### config.mk
export PLATFORM = sky130hd
export DESIGN_NAME = id_ex_stage
export DESIGN_NICKNAME = d
export VERILOG_FILES = /design/src/rtl/branches_pkg.sv /design/src/rtl/lx32_pkg.sv /design/src/rtl/fwd_mux.sv /design/src/rtl/id_ex_stage.sv
export SDC_FILE = /design/constraint.sdc
export NUM_CORES = 1
export LEC_CHECK = 0
export BUFFER_PORTS_ARGS = -buffer_cell sky130_fd_sc_hd__clkbuf_2
export CAP_MARGIN = 40
export CORE_MARGIN = 2
export CORE_UTILIZATION = 45
export CTS_CLUSTER_SIZE = 20
export DETAILED_ROUTE_END_ITERATION = 7
export HOLD_SLACK_MARGIN = 0.12
export PLACE_DENSITY = 0.78
export SETUP_SLACK_MARGIN = 0.4
export SLEW_MARGIN = 40
export SYNTH_ARGS = -nofsm -noshare
export SYNTH_HDL_FRONTEND = slang
export SYNTH_SLANG_ARGS = --single-unit
### constraint.sdc
create_clock -name clk -period 1.8 [get_ports clk]
set_input_delay 0 -clock clk [delete_from_list [all_inputs] [get_ports clk]]
set_output_delay 0 -clock clk [all_outputs]
set_load 0.005 [all_outputs]
### src/rtl/branches_pkg.sv
// Branch comparison encodings shared by decode, execute and the branch unit.
// Pure type package; no logic.
// Encoding value 0 (BR_EQ) doubles as the idle/reset branch op.
package branches_pkg;

  typedef enum logic [2:0] {
    BR_EQ  = 3'd0,
    BR_NE  = 3'd1,
    BR_LT  = 3'd2,
    BR_GE  = 3'd3,
    BR_LTU = 3'd4,
    BR_GEU = 3'd5
  } branch_op_e;

endpackage

### src/rtl/lx32_pkg.sv
// Core-wide types: ALU op encoding and the decode->execute pipeline payload.
// Pure type package; no logic.
// ALU_ADD is encoding 0 so an all-zero payload is a harmless reset value.
package lx32_pkg;

  localparam int XLEN   = 32;
  localparam int REG_AW = 5;

  typedef enum logic [3:0] {
    ALU_ADD  = 4'd0,
    ALU_SUB  = 4'd1,
    ALU_AND  = 4'd2,
    ALU_OR   = 4'd3,
    ALU_XOR  = 4'd4,
    ALU_SLL  = 4'd5,
    ALU_SRL  = 4'd6,
    ALU_SRA  = 4'd7,
    ALU_SLT  = 4'd8,
    ALU_SLTU = 4'd9
  } alu_op_e;

  // One decoded instruction as held between ID and EX. Source addresses travel
  // with the data so the held operands can keep being refreshed by forwarding.
  typedef struct packed {
    logic [XLEN-1:0]          pc;
    logic [XLEN-1:0]          imm;
    logic [REG_AW-1:0]        rs1_addr;
    logic [REG_AW-1:0]        rs2_addr;
    logic [XLEN-1:0]          rs1_data;
    logic [XLEN-1:0]          rs2_data;
    logic                     src_a_pc;
    logic                     src_b_imm;
    alu_op_e                  alu_op;
    logic                     is_branch;
    branches_pkg::branch_op_e branch_op;
    logic [REG_AW-1:0]        rd_addr;
    logic                     reg_write;
  } id_ex_t;

  localparam id_ex_t ID_EX_RESET = '0;

endpackage

### src/rtl/fwd_mux.sv
// Resolves one source operand against the MEM and WB writeback ports.
// Latency: combinational.
// Backpressure: none; pure datapath.
module fwd_mux #(
  parameter int WIDTH      = 32,
  parameter int REG_ADDR_W = 5
) (
  input  logic [REG_ADDR_W-1:0] addr,
  input  logic [WIDTH-1:0]      raw_data,
  input  logic                  mem_valid,
  input  logic [REG_ADDR_W-1:0] mem_rd,
  input  logic [WIDTH-1:0]      mem_data,
  input  logic                  wb_valid,
  input  logic [REG_ADDR_W-1:0] wb_rd,
  input  logic [WIDTH-1:0]      wb_data,
  output logic [WIDTH-1:0]      fwd_data
);

  // Youngest producer wins: MEM over WB over register file; x0 never forwards.
  always_comb begin
    fwd_data = raw_data;
    if (addr != '0) begin
      if (mem_valid && (mem_rd == addr)) begin
        fwd_data = mem_data;
      end else if (wb_valid && (wb_rd == addr)) begin
        fwd_data = wb_data;
      end
    end
  end

endmodule

### src/rtl/id_ex_stage.sv
// ID->EX pipeline register with operand forwarding, load-use hold and flush.
// Latency: 1 cycle capture-to-present; full throughput back-to-back.
// Backpressure: id_ready drops while FULL and not consumed (incl. load-use).
// Optional: LX32_EX_STALL_CNT_EN adds a saturating stall_cycles counter.
module id_ex_stage
  import lx32_pkg::*;
  import branches_pkg::*;
#(
  parameter int WIDTH      = 32,
  parameter int REG_ADDR_W = 5
) (
  input  logic                  clk,
  input  logic                  rst_n,
  input  logic                  id_valid,
  output logic                  id_ready,
  input  logic [WIDTH-1:0]      id_pc,
  input  logic [REG_ADDR_W-1:0] id_rs1_addr,
  input  logic [REG_ADDR_W-1:0] id_rs2_addr,
  input  logic [WIDTH-1:0]      id_rs1_data,
  input  logic [WIDTH-1:0]      id_rs2_data,
  input  logic [WIDTH-1:0]      id_imm,
  input  logic                  id_src_a_pc,
  input  logic                  id_src_b_imm,
  input  alu_op_e               id_alu_op,
  input  logic                  id_is_branch,
  input  branch_op_e            id_branch_op,
  input  logic [REG_ADDR_W-1:0] id_rd_addr,
  input  logic                  id_reg_write,
  input  logic                  flush,
  input  logic                  mem_fwd_valid,
  input  logic                  mem_fwd_is_load,
  input  logic [REG_ADDR_W-1:0] mem_fwd_rd,
  input  logic [WIDTH-1:0]      mem_fwd_data,
  input  logic                  wb_fwd_valid,
  input  logic [REG_ADDR_W-1:0] wb_fwd_rd,
  input  logic [WIDTH-1:0]      wb_fwd_data,
  output logic                  ex_valid,
  input  logic                  ex_ready,
  output logic [WIDTH-1:0]      src_a,
  output logic [WIDTH-1:0]      src_b,
  output alu_op_e               alu_control,
  output logic                  is_branch,
  output branch_op_e            branch_op,
  output logic [WIDTH-1:0]      ex_pc,
  output logic [WIDTH-1:0]      ex_rs2_data,
  output logic [REG_ADDR_W-1:0] ex_rd_addr,
  output logic                  ex_reg_write,
  output logic                  load_use_stall
`ifdef LX32_EX_STALL_CNT_EN
  ,
  output logic [31:0]           stall_cycles
`endif
);

  id_ex_t           held;
  id_ex_t           incoming;
  logic             held_valid;
  logic             capture;
  logic             consume;
  logic [WIDTH-1:0] cap_rs1, cap_rs2;
  logic [WIDTH-1:0] cur_rs1, cur_rs2;

  // Incoming operands are resolved against the producers visible this cycle.
  fwd_mux #(.WIDTH(WIDTH), .REG_ADDR_W(REG_ADDR_W)) u_fwd_cap_rs1 (
    .addr(id_rs1_addr), .raw_data(id_rs1_data),
    .mem_valid(mem_fwd_valid), .mem_rd(mem_fwd_rd), .mem_data(mem_fwd_data),
    .wb_valid(wb_fwd_valid), .wb_rd(wb_fwd_rd), .wb_data(wb_fwd_data),
    .fwd_data(cap_rs1)
  );

  fwd_mux #(.WIDTH(WIDTH), .REG_ADDR_W(REG_ADDR_W)) u_fwd_cap_rs2 (
    .addr(id_rs2_addr), .raw_data(id_rs2_data),
    .mem_valid(mem_fwd_valid), .mem_rd(mem_fwd_rd), .mem_data(mem_fwd_data),
    .wb_valid(wb_fwd_valid), .wb_rd(wb_fwd_rd), .wb_data(wb_fwd_data),
    .fwd_data(cap_rs2)
  );

  // Held operands are re-resolved every cycle: the producer that was in EX at
  // capture time sits in MEM now, so the ALU must see the forwarded value live
  // and the register is rewritten with it for the following cycles.
  fwd_mux #(.WIDTH(WIDTH), .REG_ADDR_W(REG_ADDR_W)) u_fwd_hold_rs1 (
    .addr(held.rs1_addr), .raw_data(held.rs1_data),
    .mem_valid(mem_fwd_valid), .mem_rd(mem_fwd_rd), .mem_data(mem_fwd_data),
    .wb_valid(wb_fwd_valid), .wb_rd(wb_fwd_rd), .wb_data(wb_fwd_data),
    .fwd_data(cur_rs1)
  );

  fwd_mux #(.WIDTH(WIDTH), .REG_ADDR_W(REG_ADDR_W)) u_fwd_hold_rs2 (
    .addr(held.rs2_addr), .raw_data(held.rs2_data),
    .mem_valid(mem_fwd_valid), .mem_rd(mem_fwd_rd), .mem_data(mem_fwd_data),
    .wb_valid(wb_fwd_valid), .wb_rd(wb_fwd_rd), .wb_data(wb_fwd_data),
    .fwd_data(cur_rs2)
  );

  // A load still in MEM cannot supply data yet; hold until it reaches WB.
  assign load_use_stall = held_valid && mem_fwd_valid && mem_fwd_is_load &&
                          (mem_fwd_rd != '0) &&
                          ((mem_fwd_rd == held.rs1_addr) || (mem_fwd_rd == held.rs2_addr));
  assign ex_valid = held_valid && !load_use_stall;
  assign consume  = ex_valid && ex_ready;
  assign id_ready = !held_valid || consume;
  assign capture  = id_valid && id_ready;

  // Pack the decode-side fields with their forwarded source data.
  always_comb begin
    incoming           = ID_EX_RESET;
    incoming.pc        = id_pc;
    incoming.imm       = id_imm;
    incoming.rs1_addr  = id_rs1_addr;
    incoming.rs2_addr  = id_rs2_addr;
    incoming.rs1_data  = cap_rs1;
    incoming.rs2_data  = cap_rs2;
    incoming.src_a_pc  = id_src_a_pc;
    incoming.src_b_imm = id_src_b_imm;
    incoming.alu_op    = id_alu_op;
    incoming.is_branch = id_is_branch;
    incoming.branch_op = id_branch_op;
    incoming.rd_addr   = id_rd_addr;
    incoming.reg_write = id_reg_write;
  end

  // Single-entry register: flush kills both held and incoming; otherwise
  // capture, drain, or refresh the held operands in place.
  always_ff @(posedge clk or negedge rst_n) begin
    if (!rst_n) begin
      held_valid <= 1'b0;
      held       <= ID_EX_RESET;
    end else begin
      if (flush) begin
        held_valid <= 1'b0;
      end else if (capture) begin
        held_valid <= 1'b1;
      end else if (consume) begin
        held_valid <= 1'b0;
      end

      if (capture && !flush) begin
        held <= incoming;
      end else begin
        held.rs1_data <= cur_rs1;
        held.rs2_data <= cur_rs2;
      end
    end
  end

  assign src_a        = held.src_a_pc  ? held.pc  : cur_rs1;
  assign src_b        = held.src_b_imm ? held.imm : cur_rs2;
  assign ex_rs2_data  = cur_rs2;
  assign alu_control  = held.alu_op;
  assign is_branch    = held.is_branch;
  assign branch_op    = held.branch_op;
  assign ex_pc        = held.pc;
  assign ex_rd_addr   = held.rd_addr;
  assign ex_reg_write = held.reg_write;

`ifdef LX32_EX_STALL_CNT_EN
  // Count cycles an instruction sits here without issuing; saturates, reset-only clear.
  always_ff @(posedge clk or negedge rst_n) begin
    if (!rst_n) begin
      stall_cycles <= '0;
    end else if (held_valid && (!ex_ready || load_use_stall) && (stall_cycles != '1)) begin
      stall_cycles <= stall_cycles + 32'd1;
    end
  end
`endif

endmodule

==> results.cfg <==
[routing]
ant_nets = 0
dr.pass1.iters = 7
viasPerCell = 6.54
vias = 12979
wire_per_inst_um = 27.3
drc = 0
drt_wl_total_um = 54200
initialDrtViolationCount = 1555

[cells_and_area]
stdcell_count = 1984
layout-drive-gt1-share_pct = 51.5
finalNetCount = 1928
area_growth_pct = 83.0

[pwr]
cellPowerDensity_mw_per_mm2 = 846
p_leak_uw = 0.00787
irDropWorstVdd_mv = 0.742

[global_routing]
grt_antenna_before_repair = 5
grt_pass1_vias = 12485
grt_pass1_wl_um = 68300
grt_max_degree = 50
grt-ovfl-total = 0
gr-usage-all-layers_pct = 39.5

[critical_path]
worst_ep_arrival_time_ns = 2.64
reg2reg_depth = 11
crit_fanout = 7
critical_path_class = register to output pin
critPathCaptureType = output pin
start_kind = register
critPathRequiredTime_ns = 1.80

[floorplanning]
num_io_pins = 381
fp.dieW_um = 151
num_rows = 53
chipHeight_um = 151
coreArea_mm2 = 0.0211
start_util_pct = 45.9
die_area_mm2 = 0.0227

[clock_network]
cts_buffer_depth = 2
cts.sinks = 155
cts_tree = built
root_buffer = clkbuf_16
htreeDepth = 4
insertion_delay_ns = 0.43
numCtsBuffers = 17
path_clk_slew_ns = 0.08

[job]
cap_violations = 0

[synth]
synthTopCellsByArea = dfrtp_1, mux2_2, o22ai_1
syn_nets = 1266
ys_ff_latch = 155
yosysSeqAreaShare_pct = 40.1
yosys.area.top_type_share_pct = 40.1
syn_area_per_cell_um2 = 9.39
yosys.area.top_type = dfrtp_1
yosysWarnings = 0
syn_inst = 1030
synth_cell_types = 39
syn_area_mm2 = 0.00967

[sta]
fmax_mhz = 378
hold_viol_final = 0
post-route-period-util_pct = 147
skew_ns = 0.0148
max_slew_margin_pct = 60.8
worst_pin_slew_ns = 0.583
slew_viol_final = 0
fin_ws_ns = -0.842
setup_viol_count_final = 254
rsz0062_at_grt = yes
min_period_ns = 2.64
final.setup.tns_ns = -159.12

[placement]
io_buffers = 380
place_congestion = 1.01
dpl.hpwl_um = 27900
dp_cells = 1631

[min_path]
hold_depth = 4
hold_path.class = primary input to register

[status]
status = complete, but fails checks
violations = negative setup slack
stage by stage:
step / setup WS (ns) / total power (uW) / area (um^2) / util [%] / hold slack [ns]
after CTS: -0.683 / 13500 / 16000 / 75.9 / 0.142
final: -0.842 / 15000 / 17700 / 84.0 / 0.182
after global routing: -0.970 / 15500 / 17700 / 84.0 / 0.193
after global placement: -0.350 / 8930 / 12500 / 59.4 / -0.0296
after detailed placement: -0.327 / 9060 / 12500 / 59.4 / -0.0171
after floorplan: -0.0548 / 7180 / 10100 / - / -0.296
registers in the layout, summed over array words and instances, names as in the netlist:
name and flops:
held_valid 1, ex_reg_write 1, alu_control 4, ex_rd_addr 5, ex_pc 32, branch_op 3
held 108, is_branch 1
what timing repair did:
item                                    4_1_cts  5_1_grt
resized for setup                            69      228
endpoints found under the setup margin      254      277
hold endpoints to repair                    310        0
setup buffers                                22       34
pin swaps                                    20       78
hold buffers                                221        0
gates cloned                                 10       30
cell type report:
cell class              count  area (um^2)
diodes                      4         10.0
clock buffers              18          429
clock inverters            14          155
fillers                  1004         3380
inverters                  36          135
multi-input cells         696         5990
flip-flops and latches    155         3880
well taps                 275          344
repair buffers            786         6760
routing by layer:
metal | vias up | GRT usage, % | wire [um]
met3 | 446 | 10.9 | 6700
met1 | 6027 | 47.1 | 18200
met2 | 1335 | 64.3 | 24800
met4 | 0 | 22.0 | 4460
li1 | 5171 | - | -
met5 | - | 0 | 0
cells in the mapped netlist:
| master | n |
|---|---|
| o31ai_1 | 60 |
| nor3_1 | 2 |
| and3_1 | 1 |
| buf_1 | 1 |
| buf_6 | 4 |
| or4_1 | 3 |
| o311ai_2 | 1 |
| nand3_1 | 10 |
| a211o_1 | 1 |
| o22a_1 | 32 |
| nand2b_1 | 1 |
| a22oi_1 | 32 |
| xnor2_1 | 16 |
| buf_2 | 33 |
| o221ai_1 | 4 |
| o211a_1 | 1 |
| a21oi_1 | 4 |
| a21oi_2 | 1 |
| o21ai_0 | 94 |
| a2bb2oi_1 | 1 |
| mux2_2 | 90 |
| a22o_1 | 32 |
| or3_1 | 64 |
| dfrtp_1 | 155 |
| inv_1 | 36 |
| a21o_1 | 1 |
| or2_2 | 4 |
| clkbuf_1 | 57 |
| or2b_1 | 1 |
| nor4_1 | 6 |
| xor2_1 | 24 |
| and2_1 | 3 |
| nand2_1 | 70 |
| a21oi_4 | 1 |
| buf_4 | 48 |
| mux2i_1 | 4 |
| o22ai_1 | 93 |
| o21ai_1 | 31 |
| nor2_1 | 8 |
logic make-up after synthesis:
group,after synthesis,synth area share (%)
DFF,155,40.1
buffers and inverters,179,9.55
AOI/OAI and AO/OA,389,26.8
muxes,94,10.9
xor gates and xnor gates,40,3.62
and+or+nand+nor,173,9.07
where the power goes:
part | total (uW) | internal (uW) | switching (uW)
logic | 6370 | 3290 | 3080
clock network | 3820 | 1970 | 1840
registers | 4790 | 4210 | 578
total | 15000 | 9480 | 5500
placed cells by master, fill, tap and decap left out, drive strengths merged, types with 60 or more instances in the layout:
cell type	instances
o31ai	60
buf	191
or3	64
o21ai	125
o22ai	93
dfrtp	155
dlygate4sd3	221
nand2	70
clkbuf	392
mux2	90
final timing paths:
| kind | slack, ns | startpoint | to |
|---|---|---|---|
| worst max-delay path | -0.84 | held[89]$_DFFE_PN0P_ | src_a[1] |
| worst min-delay path | 0.18 | mem_fwd_data[22] | held[70]$_DFF_PN0_ |
| worst max register to register | -0.71 | held[83]$_DFFE_PN0P_ | held[115]$_DFFE_PN0P_ |
| worst min register to register | 0.52 | held[96]$_DFFE_PN0P_ | held[96]$_DFFE_PN0P_ |
| max in group asynchronous | 0.48 | rst_n | held[14]$_DFFE_PN0P_ |
| min in group asynchronous | 0.62 | rst_n | ex_rd_addr[0]$_DFFE_PN0P_ |
critical path, stage by stage, from the launching register on:
cell and delay, ns:
dfrtp_1 0.43, xnor2_1 0.17, nand2_1 0.12, buf_6 0.15, o311ai_4 0.29, buf_12 0.16, buf_4 0.17, o22a_1 0.28
o22ai_2 0.15, o21ai_1 0.14, clkbuf_2 0.14
Power figures use the tool's default switching activity.
